==> src/rtl/bcd_pkg.sv <==
// Shared types and constants for the BCD stopwatch: FSM state encoding and the BCD digit type.
package bcd_pkg;

    localparam int unsigned BCD_MAX = 9;

    typedef logic [3:0] bcd_digit_t;

    typedef enum logic [1:0] {
        StIdle,
        StRun,
        StPause,
        StLap
    } state_e;

endpackage

==> src/rtl/bcd_stopwatch_if.sv <==
// Command/status bundle between the stopwatch and its controller.
interface bcd_stopwatch_if #(
    parameter int unsigned DIGITS = 4
) ();

    logic                  start;
    logic                  stop;
    logic                  clear;
    logic                  lap;
    logic                  down;
    logic                  load;
    logic [4*DIGITS-1:0]   load_value;
    logic [4*DIGITS-1:0]   count;
    logic [4*DIGITS-1:0]   display;
    logic                  running;
    logic                  wrap;
    logic                  overflow;
    logic                  load_err;

    modport master (
        output start, stop, clear, lap, down, load, load_value,
        input  count, display, running, wrap, overflow, load_err
    );

    modport slave (
        input  start, stop, clear, lap, down, load, load_value,
        output count, display, running, wrap, overflow, load_err
    );

endinterface

==> src/rtl/bcd_digit.sv <==
// One BCD decade: digit register with up/down step and ripple carry/borrow.
module bcd_digit
    import bcd_pkg::*;
(
    input  logic       clk,
    input  logic       rst_n,
    input  logic       clr,
    input  logic       ld,
    input  bcd_digit_t ld_val,
    input  logic       down,
    input  logic       cin,
    output bcd_digit_t digit,
    output logic       cout
);

    bcd_digit_t digit_q, digit_d;
    logic       at_limit;

    always_comb begin
        at_limit = down ? (digit_q == 4'd0) : (digit_q == 4'(BCD_MAX));
        cout     = cin && at_limit;
        digit_d  = digit_q;
        if (clr) begin
            digit_d = '0;
        end else if (ld) begin
            digit_d = ld_val;
        end else if (cin) begin
            if (at_limit) begin
                digit_d = down ? 4'(BCD_MAX) : 4'd0;
            end else begin
                digit_d = down ? digit_q - 4'd1 : digit_q + 4'd1;
            end
        end
    end

    always_ff @(posedge clk or negedge rst_n) begin
        if (!rst_n) begin
            digit_q <= '0;
        end else begin
            digit_q <= digit_d;
        end
    end

    assign digit = digit_q;

endmodule

==> src/rtl/bcd_stopwatch.sv <==
// Multi-decade BCD stopwatch with prescaler, lap freeze, load and sticky overflow.
module bcd_stopwatch
    import bcd_pkg::*;
#(
    parameter int unsigned DIGITS   = 4,
    parameter int unsigned TICK_DIV = 1
) (
    input  logic            clk,
    input  logic            rst_n,
    bcd_stopwatch_if.slave  bus
);

    localparam int unsigned W  = 4 * DIGITS;
    localparam int unsigned PW = (TICK_DIV > 1) ? $clog2(TICK_DIV) : 1;

    state_e          state_q, state_d;
    logic [PW-1:0]   presc_q, presc_d;
    logic [W-1:0]    snap_q, snap_d;
    logic [W-1:0]    count_w;
    logic [DIGITS:0] carry;
    logic            wrap_q, wrap_d;
    logic            ovf_q, ovf_d;
    logic            lerr_q, lerr_d;
    logic            active, tick, ld_valid, load_ok;
    logic            do_clear, do_stop, do_start, do_lap, do_load;

    // Only the highest-priority asserted command is acted upon.
    always_comb begin
        do_clear = bus.clear;
        do_stop  = !bus.clear && bus.stop;
        do_start = !bus.clear && !bus.stop && bus.start;
        do_lap   = !bus.clear && !bus.stop && !bus.start && bus.lap;
        do_load  = !bus.clear && !bus.stop && !bus.start && !bus.lap && bus.load;
    end

    always_comb begin
        ld_valid = 1'b1;
        for (int i = 0; i < int'(DIGITS); i++) begin
            if (bus.load_value[4*i +: 4] > 4'(BCD_MAX)) begin
                ld_valid = 1'b0;
            end
        end
    end

    assign active  = (state_q == StRun) || (state_q == StLap);
    assign tick    = active && (presc_q == PW'(TICK_DIV - 1));
    assign load_ok = do_load && ld_valid && ((state_q == StIdle) || (state_q == StPause));
    assign carry[0] = tick;

    for (genvar g = 0; g < DIGITS; g++) begin : g_digit
        bcd_digit u_digit (
            .clk    (clk),
            .rst_n  (rst_n),
            .clr    (do_clear),
            .ld     (load_ok),
            .ld_val (bus.load_value[4*g +: 4]),
            .down   (bus.down),
            .cin    (carry[g]),
            .digit  (count_w[4*g +: 4]),
            .cout   (carry[g+1])
        );
    end

    always_comb begin
        state_d = state_q;
        snap_d  = snap_q;
        unique case (state_q)
            StIdle, StPause: begin
                if (do_start) state_d = StRun;
            end
            StRun: begin
                if (do_stop) begin
                    state_d = StPause;
                end else if (do_lap) begin
                    state_d = StLap;
                    snap_d  = count_w;  // pre-tick value of this cycle
                end
            end
            StLap: begin
                if (do_stop) begin
                    state_d = StPause;
                end else if (do_lap) begin
                    state_d = StRun;
                end
            end
            default: state_d = StIdle;
        endcase
        if (do_clear) begin
            state_d = StIdle;
            snap_d  = '0;
        end
    end

    always_comb begin
        presc_d = presc_q;
        if (do_clear || load_ok) begin
            presc_d = '0;
        end else if (active) begin
            presc_d = tick ? '0 : presc_q + PW'(1);
        end
        wrap_d = carry[DIGITS] && !do_clear;
        ovf_d  = do_clear ? 1'b0 : (ovf_q || wrap_d);
        lerr_d = do_load && !load_ok;
    end

    always_ff @(posedge clk or negedge rst_n) begin
        if (!rst_n) begin
            state_q <= StIdle;
            presc_q <= '0;
            snap_q  <= '0;
            wrap_q  <= 1'b0;
            ovf_q   <= 1'b0;
            lerr_q  <= 1'b0;
        end else begin
            state_q <= state_d;
            presc_q <= presc_d;
            snap_q  <= snap_d;
            wrap_q  <= wrap_d;
            ovf_q   <= ovf_d;
            lerr_q  <= lerr_d;
        end
    end

    assign bus.count    = count_w;
    assign bus.display  = (state_q == StLap) ? snap_q : count_w;
    assign bus.running  = active;
    assign bus.wrap     = wrap_q;
    assign bus.overflow = ovf_q;
    assign bus.load_err = lerr_q;

endmodule

==> src/flat_wrapper.sv <==
// flat-port wrapper written by rule: the top's interface ports become plain ports
module bcd_stopwatch_flat import bcd_pkg::*;
#(
    parameter int unsigned DIGITS   = 4,
    parameter int unsigned TICK_DIV = 1
)
  (clk, rst_n, bus_start, bus_stop, bus_clear, bus_lap, bus_down, bus_load, bus_load_value, bus_count, bus_display, bus_running, bus_wrap, bus_overflow, bus_load_err);
  bcd_stopwatch_if #(.DIGITS(DIGITS)) bus_i ();
  input  logic clk;
  input  logic rst_n;
  input wire logic [$bits(bus_i.start)-1:0] bus_start;
  input wire logic [$bits(bus_i.stop)-1:0] bus_stop;
  input wire logic [$bits(bus_i.clear)-1:0] bus_clear;
  input wire logic [$bits(bus_i.lap)-1:0] bus_lap;
  input wire logic [$bits(bus_i.down)-1:0] bus_down;
  input wire logic [$bits(bus_i.load)-1:0] bus_load;
  input wire logic [$bits(bus_i.load_value)-1:0] bus_load_value;
  output wire logic [$bits(bus_i.count)-1:0] bus_count;
  output wire logic [$bits(bus_i.display)-1:0] bus_display;
  output wire logic [$bits(bus_i.running)-1:0] bus_running;
  output wire logic [$bits(bus_i.wrap)-1:0] bus_wrap;
  output wire logic [$bits(bus_i.overflow)-1:0] bus_overflow;
  output wire logic [$bits(bus_i.load_err)-1:0] bus_load_err;
  assign bus_i.start = bus_start;
  assign bus_i.stop = bus_stop;
  assign bus_i.clear = bus_clear;
  assign bus_i.lap = bus_lap;
  assign bus_i.down = bus_down;
  assign bus_i.load = bus_load;
  assign bus_i.load_value = bus_load_value;
  assign bus_count = bus_i.count;
  assign bus_display = bus_i.display;
  assign bus_running = bus_i.running;
  assign bus_wrap = bus_i.wrap;
  assign bus_overflow = bus_i.overflow;
  assign bus_load_err = bus_i.load_err;
  bcd_stopwatch #(.DIGITS(DIGITS), .TICK_DIV(TICK_DIV)) u_core (.clk(clk), .rst_n(rst_n), .bus(bus_i));
endmodule
==> config.mk <==
export PLATFORM = sky130hd
export DESIGN_NAME = bcd_stopwatch_flat
export DESIGN_NICKNAME = d
export VERILOG_FILES = /design/src/rtl/bcd_pkg.sv /design/src/rtl/bcd_stopwatch_if.sv /design/src/rtl/bcd_digit.sv /design/src/rtl/bcd_stopwatch.sv /design/src/flat_wrapper.sv
export SDC_FILE = /design/constraint.sdc
export NUM_CORES = 1
export LEC_CHECK = 0
export ABC_AREA = 1
export ABC_CLOCK_PERIOD_IN_PS = 2700
export CAP_MARGIN = 10
export CORE_MARGIN = 3
export CORE_UTILIZATION = 45
export CTS_CLUSTER_DIAMETER = 150
export CTS_CLUSTER_SIZE = 25
export DETAILED_ROUTE_END_ITERATION = 12
export PLACE_DENSITY = 0.72
export SLEW_MARGIN = 30
export SYNTH_ARGS = -nofsm -noshare
export SYNTH_HDL_FRONTEND = slang
export SYNTH_HIERARCHICAL = 1
export SYNTH_SLANG_ARGS = --single-unit
export TNS_END_PERCENT = 5
==> constraint.sdc <==
create_clock -name clk -period 2.7 [get_ports clk]
set_clock_uncertainty 0.1 [all_clocks]
set_input_delay 0.27 -clock clk [delete_from_list [all_inputs] [get_ports clk]]
set_output_delay 0.27 -clock clk [all_outputs]
set_load 0.1 [all_outputs]
==> impl_results.md <==
* Starting Density at 0.480
* Crit path max fanout at 24
* Final worst slack at 0.570 ns
* GRT Residual Overflow at 0
* Antenna diodes at 0
* Max layer used: met4
* Final hold violation count at 0
* Status: completed
* Multiplexer share of the synthesized area at 0.0658
* Slew HR at 0.668
* Setup_tns at 0 ns
* Met2 Wirelength at 3270 µm
* Required @ worst endpoint at 2.80 ns
* Synth Warn # at 6
* Slew @ Worst Pin at 0.498 ns
* Netlist Area Pre-Place at 0.00274 mm²
* Critical path's slowest cell: clkdlybuf4s50_1
* Via-to-Cell Ratio at 5.07
* Gpl congestion at 0.871
* Seq/Total Area, Yosys at 0.347
* F_max at 0.469 GHz
* CTS sink count at 38
* Synth cell types at 33
* Chip height at 84.0 µm
* GRT Total Usage at 0.202
* Worst slack, placed at 0.287 ns
* Yosys reg bits at 38
* Core area at 0.00571 mm²
* Reg clk slew, reported paths at 0.07 ns
* DR WL met3 at 300 µm
* Crit end category: flip-flop
* Area grow syn2layout at 25.2%
* HPWL after DPL at 5020 µm
* Final Slew Violations at 0
* Adder-cell area share of the yosys netlist at 0.0658
* Setup Crit Path Kind: input pin to flip-flop
* Nets at 471
* Final period util at 0.789
* Clock buffer count from CTS at 5
* IO Pins at 60
* CP delay by family, top: compound AO/OA/AOI/OAI gates
* Buf/Inv on CP at 3
* DP Area at 0.00333 mm²
* Worst min-delay path category: flip-flop to flip-flop
* Final instance area at 0.00343 mm²
* Syn_nets at 403
* Resize count post-CTS at 0
* Final setup violation count at 0
* Initial antenna violation count at 0
* CP Cell Sequence: clkdlybuf4s50_1 > o21ai_0 > nand2_1 > nor2_1 > nand3_1 > inv_1 > buf_4 > o21bai_2 > o21bai_1 > o21ai_1
* Main combinational cell family by area after synthesis: simple AND/OR/NAND/NOR gates
* CTS tree: built
* First-pass GRT wire length at 11600 µm
* Worst setup SP type: input pin
* Post-route ant nets at 0
* CTS max path bufs at 2
* Min cycle time layout at 2.13 ns
* Die X at 84.0 µm
* MaxCap Viol Count at 0
* Die area at 0.00706 mm²
* Pin count of the biggest net entering global routing at 39
* Avg Cell Area, Syn at 7.46 µm²
* DRC at 0
* Initial DRC Count at 64
* CTS H-Tree Depth at 2
* Post-synthesis simple-gate area fraction at 0.339
* Peak supply drop at 0.247 mV
* P per Cell Area at 395 mW/mm²
* Crit path DAT at 2.23 ns
* Pre-antenna DRT Iters at 4
* XOR/XNOR share of the synthesized area at 0.0128
* Later-pin clock latency in the skew report at 0.28 ns
* Clk root buf: clkbuf_8
* Complex-gate fraction of the synthesized area at 0.0914
* RSZ-0062 raised after global routing: no
* PortBufs at 59
* FP Rows at 27
* M1 WL at 3160 µm
* Critical path's largest stage delay at 0.42 ns
* Fraction of layout cells with a size suffix above 1 at 0.221
* Leakage power at 1.84 nW
* Via count at 2566
* Wirelength, routed at 6790 µm
* Number of global-route vias before repair at 2494
* WL/cell at 13.4 µm
* Mapped Cells at 367
registers in the layout, indices dropped and copies added (netlist names):
register and count:
u_core/bus.wrap 1, u_core/presc_q 1, u_core/bus.load_err 1, u_core/snap_q 16, u_core/state_q 2, u_core/bus.overflow 1
u_core/g_digit.u_digit/digit 16
layout by cell type, fill, tap and decap left out, types with 2 or more instances in the layout:
| master | netlist | layout |
|---|---|---|
| ha_1 | 8 | 8 |
| nand2_1 | 127 | 127 |
| nor2_8 | 2 | 2 |
| nand3_2 | 2 | 2 |
| nand3_4 | 2 | 2 |
| buf_4 | 1 | 42 |
| a21oi_1 | 5 | 5 |
| nand2_2 | 5 | 5 |
| xnor2_1 | 4 | 4 |
| o21ai_0 | 12 | 12 |
| or2_1 | 2 | 2 |
| a21boi_1 | 2 | 2 |
| o21bai_2 | 4 | 4 |
| clkinv_1 | 2 | 2 |
| nor2_1 | 36 | 36 |
| nand3_1 | 17 | 17 |
| inv_1 | 38 | 38 |
| o22ai_1 | 2 | 2 |
| dfrtp_1 | 38 | 38 |
| clkbuf_8 | 0 | 6 |
| fa_1 | 4 | 4 |
| clkdlybuf4s50_1 | 0 | 22 |
| o21ai_1 | 14 | 14 |
| nor3_2 | 4 | 4 |
| o21bai_1 | 2 | 2 |
| mux2_2 | 16 | 16 |
| inv_2 | 10 | 10 |
cell type report:
type                       count  area, µm²
multi-input combinational    275       1570
fill                         553       2280
clock buffer                   6       82.6
inverter                      50        188
tap                           72       90.1
timing repair buffer          65        546
sequential                    38        951
tightest hold or removal path, stage by stage (launching register included):
cell and delay (ns):
dfrtp_1 0.34, nand2_1 0.05, nand2_1 0.05
stage by stage:
stage               cells   util  hold slack, ns  total power (W)
finish                506  0.601           0.372          0.00135
global route          506  0.601           0.399          0.00143
CTS                   505  0.599          0.0249          0.00137
detailed placement    499  0.584           0.341         0.000979
global placement      499  0.584           0.336         0.000978
floorplan             367      -          -0.126         0.000862
Yosys cell counts:
master    instances  area, µm²
nand2_1         127        477
dfrtp_1          38        951
inv_1            38        143
nor2_1           36        135
nand3_1          17       85.1
mux2_2           16        180
o21ai_1          14       70.1
o21ai_0          12       60.1
inv_2            10       37.5
ha_1              8        100
a21oi_1           5       25.0
nand2_2           5       31.3
fa_1              4       80.1
nor3_2            4       40.0
o21bai_2          4       45.0
xnor2_1           4       35.0
a21boi_1          2       15.0
clkinv_1          2       7.51
nand3_2           2       20.0
nand3_4           2       35.0
nor2_8            2       40.0
o21bai_1          2       15.0
o22ai_1           2       12.5
or2_1             2       12.5
a21boi_0          1       7.51
buf_2             1       5.00
buf_4             1       7.51
buf_6             1       11.3
clkbuf_1          1       3.75
nand2_4           1       11.3
nand4_4           1       21.3
nor2_4            1       11.3
nor3b_1           1       7.51
routing by layer:
metal	vias to the layer above	global-route usage
met2	66	0.349
met1	1201	0.259
met4	0	0.0512
met3	8	0.0415
met5	-	0
li1	1291	-
power breakdown:
| group | internal (W) | total, W | leakage, nW | switching (W) |
|---|---|---|---|---|
| Clock | 0.000197 | 0.000386 | 0.0431 | 0.000189 |
| Combinational | 0.000120 | 0.000371 | 1.27 | 0.000251 |
| Sequential | 0.000578 | 0.000597 | 0.528 | 0.0000194 |
worst paths after layout:
check / cells past startpoint / end / start / slack [ns]
max reg2reg: 12 / u_core/g_digit[3].u_digit/digit[2] / u_core/state_q[0] / 0.60
min in group asynchronous: 2 / u_core/snap_q[15] / rst_n / 0.39
max: 10 / u_core/g_digit[0].u_digit/digit[2] / bus_load_value[2] / 0.57
min: 2 / u_core/snap_q[11] / u_core/snap_q[11] / 0.37
max in group asynchronous: 2 / u_core/g_digit[0].u_digit/digit[0] / rst_n / 1.75
min reg2reg: 2 / u_core/snap_q[11] / u_core/snap_q[11] / 0.37
cell families after synthesis:
family                     count (synthesis)
and+or+nand+nor                          201
AOI/OAI and AO/OA                         42
DFF                                       38
buffers and inverters                     54
xor gates and xnor gates                   4
muxes                                     16
adders and majority gates                 12
timing repair:
| action | CTS | global route |
|---|---|---|
| hold buffers | 0 | 1 |
| buffers inserted | 0 | 0 |
| hold endpoints to repair | 0 | 38 |
| setup endpoints to repair | 0 | 0 |
(Power assumes the default switching activity.)
